==> src/rtl/hub75_pkg.sv <==
// Shared constants, types and helpers for the HUB75 receive path.
package hub75_pkg;

  localparam int DEF_COLOR_COUNT   = 3;
  localparam int DEF_COL_ADDR_BITS = 6;
  localparam int ROW_ELEM          = 1 << DEF_COL_ADDR_BITS;
  localparam int COLOR_DAT_WIDTH   = ROW_ELEM;
  localparam int ROW_DAT_WIDTH     = DEF_COLOR_COUNT * COLOR_DAT_WIDTH;

  typedef enum logic {
    ON_DARK = 1'b0,
    ON_LIT  = 1'b1
  } on_state_e;

  // Extract colour lane c from a flattened row; lane c sits at [c*ROW_ELEM +: ROW_ELEM].
  function automatic logic [COLOR_DAT_WIDTH-1:0] lane_slice(
    input logic [ROW_DAT_WIDTH-1:0] d,
    input int unsigned              c
  );
    return d[c*COLOR_DAT_WIDTH +: COLOR_DAT_WIDTH];
  endfunction

endpackage

==> src/rtl/hub75_sync_edge.sv <==
// Multi-stage input synchronizer with reset-to-idle level and optional edge pulses.
module hub75_sync_edge
  import hub75_pkg::*;
#(
  parameter int             W       = 1,
  parameter int             STAGES  = 2,
  parameter logic [W-1:0]   RST_VAL = '0,
  parameter bit             EDGE    = 1'b1
) (
  input  logic         clk,
  input  logic         rst_n,
  input  logic [W-1:0] d,
  output logic [W-1:0] q,
  output logic [W-1:0] rise,
  output logic [W-1:0] fall
);

  logic [STAGES-1:0][W-1:0] sync_q, sync_d;

  // Shift the raw input one stage further down the chain every cycle.
  always_comb begin
    sync_d[0] = d;
    for (int i = 1; i < STAGES; i++) sync_d[i] = sync_q[i-1];
  end

  // Synchronizer chain; resets to the idle level so release cannot fake an edge.
  always_ff @(posedge clk or negedge rst_n) begin
    if (!rst_n) sync_q <= {STAGES{RST_VAL}};
    else        sync_q <= sync_d;
  end

  assign q = sync_q[STAGES-1];

  if (EDGE) begin : g_edge
    logic [W-1:0] prev_q, prev_d;

    // Previous synced level, used as the edge reference.
    always_comb prev_d = q;

    // One extra registered copy for edge detection.
    always_ff @(posedge clk or negedge rst_n) begin
      if (!rst_n) prev_q <= RST_VAL;
      else        prev_q <= prev_d;
    end

    assign rise = q & ~prev_q;
    assign fall = ~q & prev_q;
  end else begin : g_no_edge
    assign rise = '0;
    assign fall = '0;
  end

endmodule

==> src/rtl/hub75_rx.sv <==
// HUB75 receiver: rebuilds latched bit-plane rows and measures output-enable on-time.
module hub75_rx
  import hub75_pkg::*;
#(
  parameter int COLOR_COUNT   = 3,
  parameter int COL_ADDR_BITS = 6,
  parameter int ROW_ADDR_BITS = 4,
  parameter int SYNC_STAGES   = 2,
  parameter int ON_CNT_BITS   = 16
) (
  input  logic                                     clk,
  input  logic                                     rst_n,
  input  logic                                     hub_clk,
  input  logic                                     hub_lat,
  input  logic                                     hub_noe,
  input  logic [ROW_ADDR_BITS-1:0]                 hub_mux,
  input  logic [COLOR_COUNT-1:0]                   s_in,
  output logic [COLOR_COUNT*(1<<COL_ADDR_BITS)-1:0] plane_data,
  output logic [ROW_ADDR_BITS-1:0]                 plane_row,
  output logic                                     plane_valid,
  output logic                                     plane_err,
  output logic [ON_CNT_BITS-1:0]                   on_cycles,
  output logic [ROW_ADDR_BITS-1:0]                 on_row,
  output logic                                     on_valid
);

  localparam int ROW_W = 1 << COL_ADDR_BITS;
  localparam int CNT_W = COL_ADDR_BITS + 1;
  localparam int BUS_W = ROW_ADDR_BITS + COLOR_COUNT;
  localparam logic [CNT_W-1:0] CNT_ROW = CNT_W'(ROW_W);
  localparam logic [CNT_W-1:0] CNT_SAT = CNT_W'(ROW_W + 1);

  // ---------------- synchronizers ----------------
  logic clk_rise, lat_rise, noe_rise, noe_fall;
  logic hclk_lvl_unused, hclk_fall_unused, lat_lvl_unused, lat_fall_unused, noe_lvl_unused;
  logic [BUS_W-1:0] bus_s, bus_rise_unused, bus_fall_unused;
  logic [ROW_ADDR_BITS-1:0] mux_s;
  logic [COLOR_COUNT-1:0]   sin_s;

  hub75_sync_edge #(.W(1), .STAGES(SYNC_STAGES), .RST_VAL(1'b0), .EDGE(1'b1)) u_sync_clk (
    .clk(clk), .rst_n(rst_n), .d(hub_clk),
    .q(hclk_lvl_unused), .rise(clk_rise), .fall(hclk_fall_unused)
  );

  hub75_sync_edge #(.W(1), .STAGES(SYNC_STAGES), .RST_VAL(1'b0), .EDGE(1'b1)) u_sync_lat (
    .clk(clk), .rst_n(rst_n), .d(hub_lat),
    .q(lat_lvl_unused), .rise(lat_rise), .fall(lat_fall_unused)
  );

  hub75_sync_edge #(.W(1), .STAGES(SYNC_STAGES), .RST_VAL(1'b1), .EDGE(1'b1)) u_sync_noe (
    .clk(clk), .rst_n(rst_n), .d(hub_noe),
    .q(noe_lvl_unused), .rise(noe_rise), .fall(noe_fall)
  );

  // Row address and colour data share one bus so they stay aligned with the strobes.
  hub75_sync_edge #(.W(BUS_W), .STAGES(SYNC_STAGES), .RST_VAL('0), .EDGE(1'b0)) u_sync_bus (
    .clk(clk), .rst_n(rst_n), .d({hub_mux, s_in}),
    .q(bus_s), .rise(bus_rise_unused), .fall(bus_fall_unused)
  );

  assign {mux_s, sin_s} = bus_s;

  // ---------------- shift / latch path ----------------
  logic [COLOR_COUNT-1:0][ROW_W-1:0] sr_q, sr_d;
  logic [COLOR_COUNT-1:0][ROW_W-1:0] plane_data_q, plane_data_d;
  logic [CNT_W-1:0]                  bit_cnt_q, bit_cnt_d;
  logic [ROW_ADDR_BITS-1:0]          plane_row_q, plane_row_d;
  logic                              plane_valid_q, plane_valid_d;
  logic                              plane_err_q, plane_err_d;

  // Shift first, then latch, so a coincident hub_clk/hub_lat edge includes the new bit.
  always_comb begin
    sr_d          = sr_q;
    bit_cnt_d     = bit_cnt_q;
    plane_data_d  = plane_data_q;
    plane_row_d   = plane_row_q;
    plane_err_d   = plane_err_q;
    plane_valid_d = 1'b0;
    if (clk_rise) begin
      for (int c = 0; c < COLOR_COUNT; c++) sr_d[c] = {sr_q[c][ROW_W-2:0], sin_s[c]};
      if (bit_cnt_q != CNT_SAT) bit_cnt_d = bit_cnt_q + CNT_W'(1);
    end
    if (lat_rise) begin
      plane_data_d  = sr_d;
      plane_row_d   = mux_s;
      plane_err_d   = (bit_cnt_d != CNT_ROW);
      plane_valid_d = 1'b1;
      bit_cnt_d     = '0;
    end
  end

  // Shift register, bit counter and latched plane outputs.
  always_ff @(posedge clk or negedge rst_n) begin
    if (!rst_n) begin
      sr_q          <= '0;
      bit_cnt_q     <= '0;
      plane_data_q  <= '0;
      plane_row_q   <= '0;
      plane_err_q   <= 1'b0;
      plane_valid_q <= 1'b0;
    end else begin
      sr_q          <= sr_d;
      bit_cnt_q     <= bit_cnt_d;
      plane_data_q  <= plane_data_d;
      plane_row_q   <= plane_row_d;
      plane_err_q   <= plane_err_d;
      plane_valid_q <= plane_valid_d;
    end
  end

  assign plane_data  = plane_data_q;
  assign plane_row   = plane_row_q;
  assign plane_err   = plane_err_q;
  assign plane_valid = plane_valid_q;

  // ---------------- on-time FSM ----------------
  on_state_e                state_q, state_d;
  logic [ON_CNT_BITS-1:0]   on_cnt_q, on_cnt_d;
  logic [ROW_ADDR_BITS-1:0] pend_row_q, pend_row_d;
  logic [ON_CNT_BITS-1:0]   on_cycles_q, on_cycles_d;
  logic [ROW_ADDR_BITS-1:0] on_row_q, on_row_d;
  logic                     on_valid_q, on_valid_d;

  // State register.
  always_ff @(posedge clk or negedge rst_n) begin
    if (!rst_n) state_q <= ON_DARK;
    else        state_q <= state_d;
  end

  // Next state: lit between a synced noe fall and the following rise.
  always_comb begin
    state_d = state_q;
    case (state_q)
      ON_DARK: if (noe_fall) state_d = ON_LIT;
      ON_LIT:  if (noe_rise) state_d = ON_DARK;
      default: state_d = ON_DARK;
    endcase
  end

  // Datapath: count lit cycles, report count and row when the period ends.
  always_comb begin
    on_cnt_d    = on_cnt_q;
    pend_row_d  = pend_row_q;
    on_cycles_d = on_cycles_q;
    on_row_d    = on_row_q;
    on_valid_d  = 1'b0;
    case (state_q)
      ON_DARK: begin
        if (noe_fall) begin
          on_cnt_d   = ON_CNT_BITS'(1);
          pend_row_d = mux_s;
        end
      end
      ON_LIT: begin
        if (noe_rise) begin
          on_cycles_d = on_cnt_q;
          on_row_d    = pend_row_q;
          on_valid_d  = 1'b1;
        end else if (on_cnt_q != '1) begin
          on_cnt_d = on_cnt_q + ON_CNT_BITS'(1);
        end
      end
      default: ;
    endcase
  end

  // On-time counter and reported outputs.
  always_ff @(posedge clk or negedge rst_n) begin
    if (!rst_n) begin
      on_cnt_q    <= '0;
      pend_row_q  <= '0;
      on_cycles_q <= '0;
      on_row_q    <= '0;
      on_valid_q  <= 1'b0;
    end else begin
      on_cnt_q    <= on_cnt_d;
      pend_row_q  <= pend_row_d;
      on_cycles_q <= on_cycles_d;
      on_row_q    <= on_row_d;
      on_valid_q  <= on_valid_d;
    end
  end

  assign on_cycles = on_cycles_q;
  assign on_row    = on_row_q;
  assign on_valid  = on_valid_q;

endmodule

==> config.mk <==
export PLATFORM = sky130hd
export DESIGN_NAME = hub75_rx
export DESIGN_NICKNAME = d
export VERILOG_FILES = /design/src/rtl/hub75_pkg.sv /design/src/rtl/hub75_sync_edge.sv /design/src/rtl/hub75_rx.sv
export SDC_FILE = /design/constraint.sdc
export NUM_CORES = 1
export LEC_CHECK = 0
export BUFFER_PORTS_ARGS = -buffer_cell sky130_fd_sc_hd__buf_2
export CAP_MARGIN = 20
export CORE_MARGIN = 4
export CORE_UTILIZATION = 40
export DETAILED_ROUTE_END_ITERATION = 7
export MAX_ROUTING_LAYER = met4
export PLACE_DENSITY = 0.71
export SLEW_MARGIN = 25
export SYNTH_ARGS = -nofsm -noshare
export SYNTH_HDL_FRONTEND = slang
export SYNTH_SLANG_ARGS = --single-unit
==> constraint.sdc <==
create_clock -name clk -period 2 [get_ports clk]
set_input_delay 0.4 -clock clk [delete_from_list [all_inputs] [get_ports clk]]
set_output_delay 0.4 -clock clk [all_outputs]
set_load 0.03 [all_outputs]
* After elaboration in Yosys (flattened, before gate mapping) *
Cells that the tools add are included.
W data, S select, Z words.

word-level totals
  output and inout bits = 219
  bits in registers = 462
  input port bits = 12

operators by class
  add/subtract/negate cells = 2
  equality and inequality tests = 6
  bitwise gates (word level) = 9
  multiplexer cells = 14
  reductions and logical operators = 3

operators with widths
  operator                 number
  $mux W192                1
  $mux W16                 3
  $pmux W16 S2             1
  $mux W7                  3
  $add A16 B1 Y16 const B  1
  $ne A16 B16 Y1 const B   1
  $ne A7 B7 Y1 const B     2
  $add A7 B1 Y7 const B    1
  $mux W1                  5
  $not A1 Y1               5
  $and A1 B1 Y1            4
  $ne A2 B2 Y1 const B     2
  $reduce_and A2 Y1        2
  $reduce_and A3 Y1        1
  $ne A2 B1 Y1 const B     1
  $pmux W1 S2              1

* Logic depth before layout (Yosys ltp) *
  depth in word-level cells = 4
  depth in mapped cells = 8
  depth with buffers taken out = 7

* Cells and area by module *
Synthesis repeated with hierarchy kept, for this count alone.

second synthesis, totals
  cells, all modules = 1,114
  area total of the unflattened synthesis = 17,277.8 um2

by module, submodules not included
  module                             seq. area each (um2)  cells an instance  times used  area an instance (um2)
  hub75_rx                           10,985.5              1,070              1           16,544.6
  hub75_sync_edge at u_sync_bus      350.3                 29                 1           459.2
  hub75_sync_edge at u_sync_clk ...  75.1                  5                  2           90.1
  hub75_sync_edge at u_sync_noe      78.8                  5                  1           93.8

* Worst setup path after synthesis *
Ideal clock, no wire load.

  path kind = flip-flop to flip-flop
  start = reg u_sync_noe.g_edge.prev_q
  end = reg on_cnt_q[15]
  stages on the path, launching flop included = 6
  path buffers = 0
  path slack = 0.038 ns
  setup time = 0.078 ns
  data arrival time = 1.883 ns
  required time = 1.922 ns
  path through = dfstp_2 > nand2_1 > and2_0 > or4_4 > or4_1 > a21oi_1

between the ends
  longest elaborated chain between the ends = 4
  elaborated cells on any way between the ends = 6
  those cells by class = eq/ne (2); bitwise (3); reduce/logical (1)

ends and longest elaborated chain
  item                                    line                   source
  start, declared                         hub75_sync_edge.sv:35  logic [W-1:0] prev_q, prev_d;
  start signal, assigned                  hub75_sync_edge.sv:43  else prev_q <= prev_d;
  $not A1 Y1                              hub75_sync_edge.sv:46  assign rise = q & ~prev_q;
  $and A1 B1 Y1                           hub75_sync_edge.sv:46
  $ne A2 B2 Y1 (no source line)           -
  $reduce_and A3 Y1 (no source line) (*)  -
  end signal, assigned                    hub75_rx.sv:176        on_cnt_q <= on_cnt_d;
  end, declared                           hub75_rx.sv:118        logic [ON_CNT_BITS-1:0] on_cnt_q, on_cnt_d;

Mark *: on every way between the ends. The rest lies on a longest branch, timed or not.
A chain may end at the register's enable or synchronous reset.

* Worst setup path after layout *
Same ends and word-level chain as after synthesis.

==> summary.md <==
| Metric | Value |
|---|---|
| Status | `complete, no violations` |
| Power Total | `0.0219 W` |
| Hold depth | `0` |
| Cell Chain, Critical Path | `o21bai_1, and2_4, or4_4, or4_4, a21oi_2` |
| Horiz. Die Dim | `216 µm` |
| Worst Clk Skew | `0.0219 ns` |
| Routed wire per std cell | `14.4 µm` |
| WL final | `39600 µm` |
| Startpoint Class | `register` |
| Cell family with most CP delay | `simple AND/OR/NAND/NOR gates` |
| Synth Area per Inst | `9.18 µm²` |
| Area grow syn2layout | `22.5%` |
| Synth Warn # | `0` |
| CTS H-tree depth | `2` |
| Vias in the first global route | `13400` |
| Final Cycle Share | `99.3%` |
| Max clock buf depth | `3` |
| Initial Utilization | `40.4%` |
| Root Driver | `clkbuf_16` |
| DR iter-0 viols | `943` |
| CP arrival | `2.48 ns` |
| Worst path bufs/invs | `0` |
| Routed vias | `13100` |
| Worst skew pair latency | `0.58 ns` |
| Critical Path RT | `2.49 ns` |
| CTS tree | `done` |
| FF-to-FF path depth | `5` |
| Top-Level Pins | `231` |
| Cell depth of the worst setup path | `5` |
| Netlist Area Pre-Place | `0.0174 mm²` |
| Gr usage total | `17.7%` |
| Worst Tran Pin Value | `0.772 ns` |
| Die height | `216 µm` |
| Final Setup Violations | `0` |
| Fill cells | `3948` |
| Grt ovf | `0` |
| Most frequent CP cell | `or4_4` |
| CP Max Fanout | `6` |
| P_leak | `12.4 nW` |
| Total iterations of the first detailed-routing run | `5` |
| Crit end category | `register` |
| Syn Inst Count | `1891` |
| # DRC | `0` |
| Synth async-reset ratio | `100%` |
| Total of max-cap violations | `0` |
| RSZ-0062 raised after global routing | `yes` |
| Final ANT Viol Nets | `0` |
| Seq/Total Area, Yosys | `66.6%` |
| TritonCTS buffer count | `48` |
| Crit-path slowest cell | `or4_4` |
| Vias per cell | `4.74` |
| Core Footprint | `0.0430 mm²` |
| Distinct cell type count after synthesis | `45` |
| HPWL Detailed | `24700 µm` |
| Maximum clock frequency | `0.504 GHz` |
| First-pass GRT wire length | `67400 µm` |
| Final min period | `1.99 ns` |
| Largest net degree at the start of global routing | `130` |
| Fin. Hold Viols | `0` |
| Std-Cell Rows | `76` |
| Clock-pin slew on the worst setup and hold paths | `0.06 ns` |
| WS Path Type | `reg2reg` |
| Worst min path class | `reg2reg` |
| Full die area | `0.0468 mm²` |
| Power per Cell Area | `1030 mW/mm²` |
| Clk sinks | `462` |
| Setup_tns | `0 ns` |
| Pins Over Slew Limit | `0` |
| Relative slew slack | `48.5%` |
| Flops & latches, synth | `462` |
| Max incr delay on CP | `0.57 ns` |
| Max rail drop VDD | `0.646 mV` |
| Prevailing post-synth register cell | `dfrtp_1` |
| Flop2flop setup slack | `0.01 ns` |
| Layout cells sized above 1 | `18.4%` |
| Syn nets | `1906` |
| Initial antenna violation count | `1` |
| Post-synth EDFFs | `0` |
| Placer Congestion | `0.816` |
| Fin nets | `2148` |
| Port Buffers | `230` |
## layer usage
metal | track usage (%) | routed length, µm
met1 | 23.5 | 17800
met2 | 28.3 | 19200
met3 | 2.58 | 1720
met4 | 5.85 | 938
met5 | - | 0
## final cells by class
class                   count  area (µm²)  area share, %
diodes                      1        2.50         0.0118
repair buffers            287        1770           8.31
inverters                   6        27.5          0.129
clock buffers              67        1390           6.55
clock inverters            20         300           1.41
well taps                 585         732           3.44
flip-flops and latches    462       11600           54.4
multi-input cells        1328        5480           25.8
## sequential cells by signal, indices dropped and copies added (netlist names), 4 cells and up
| register | count |
|---|---|
| plane_data | 192 |
| sr_q | 192 |
| on_cnt_q | 16 |
| on_cycles | 16 |
| bit_cnt_q | 7 |
| u_sync_bus.q | 7 |
| u_sync_bus.sync_d | 7 |
| on_row | 4 |
| pend_row_q | 4 |
| plane_row | 4 |
## power by group
group          switching [W]  internal [W]  leakage, nW
clock                0.00366       0.00578        0.828
sequential          0.000352       0.00990         6.31
combinational        0.00156      0.000609         5.23
total                0.00557        0.0163         12.4
## stage by stage
stage	hold WS (ns)	cell area (µm²)	utilization (%)	setup slack, ns	instances
floorplan	0.104	17400	-	0.0384	1891
global placement	0.332	19400	45.2	-0.00374	2656
detailed placement	0.336	19400	45.2	0.0154	2656
CTS	0.351	21200	49.4	0.00951	2754
global route	0.353	21300	49.5	-0.0232	2756
finish	0.346	21300	49.5	0.0141	2756
## cells in the final DEF (no fill, tap or decap), types with 2 or more instances in the layout
master / count
o21ai_0: 4
nand2_2: 2
mux2_2: 18
and3_1: 4
nand2b_4: 2
nor2_1: 21
clkinv_2: 6
nand2_1: 1198
o31ai_1: 3
dlygate4sd3_1: 11
buf_12: 12
buf_4: 34
or4_4: 3
nor4_1: 6
clkbuf_8: 10
clkbuf_16: 49
clkbuf_1: 8
dfrtp_2: 2
dfrtp_1: 457
buf_2: 229
xor2_1: 3
bufinv_16: 7
inv_1: 5
xnor2_1: 7
and4_1: 2
inv_6: 4
nand3_1: 7
ha_1: 3
nor4b_1: 2
clkinvlp_4: 3
dfstp_2: 3
a21oi_2: 3
nand4_1: 6
nor3_1: 3
or3_1: 2
a21oi_1: 8
## synth_stat cells (2+ instances only)
cell type | instances | area, µm²
nand2b_1 | 2 | 12.5
nor3_1 | 4 | 20.0
nor4_1 | 6 | 37.5
nor2b_1 | 2 | 12.5
mux2_2 | 18 | 203
or4_1 | 2 | 15.0
nor3b_1 | 2 | 15.0
o21ai_0 | 4 | 20.0
ha_1 | 3 | 37.5
xnor2_1 | 7 | 61.3
a21oi_1 | 11 | 55.1
nand3_1 | 7 | 35.0
or3_1 | 2 | 12.5
o31ai_1 | 3 | 22.5
nor2_1 | 21 | 78.8
nand4_1 | 6 | 37.5
nor4b_1 | 2 | 17.5
and4_1 | 2 | 17.5
nand2_1 | 1200 | 4500
and3_1 | 4 | 25.0
inv_1 | 5 | 18.8
clkbuf_1 | 84 | 315
dfstp_2 | 3 | 78.8
xor2_1 | 3 | 26.3
buf_1 | 10 | 37.5
dfrtp_1 | 459 | 11500
## kinds of logic (layout without fill, tap and decap cells)
group / after synthesis / in the layout / share of synthesized area (%)
AND/OR/NAND/NOR: 1271 / 1271 / 28.3
buffers and inverters: 101 / 380 / 2.20
multiplexers: 19 / 19 / 1.22
adder cells (fa/ha/maj): 3 / 3 / 0.216
XOR/XNOR: 10 / 10 / 0.504
other: 0 / 1 / 0
flip-flops: 462 / 462 / 66.6
AO/OA/AOI/OAI: 25 / 25 / 0.915
## what timing repair did
action,in CTS,in global routing
hold buffers,11,0
setup endpoints to repair,1,6
setup buffers,0,1
resized for setup,0,14
endpoints found under the hold margin,43,0
pin swaps,1,2
## worst paths after layout
kind / start / endpoint
worst max register to register: u_sync_noe.g_edge.prev_q$_DFF_PN1_ / on_cnt_q[15]$_DFFE_PN0P_
worst min register to register: u_sync_bus.sync_d[10]$_DFF_PN0_ / u_sync_bus.q[3]$_DFF_PN0_
min in group asynchronous: rst_n / sr_q[126]$_DFF_PN0_
worst min-delay path: u_sync_bus.sync_d[10]$_DFF_PN0_ / u_sync_bus.q[3]$_DFF_PN0_
max in group asynchronous: rst_n / sr_q[123]$_DFF_PN0_
worst max-delay path: u_sync_noe.g_edge.prev_q$_DFF_PN1_ / on_cnt_q[15]$_DFFE_PN0P_
Power figures use the tool's default switching activity.
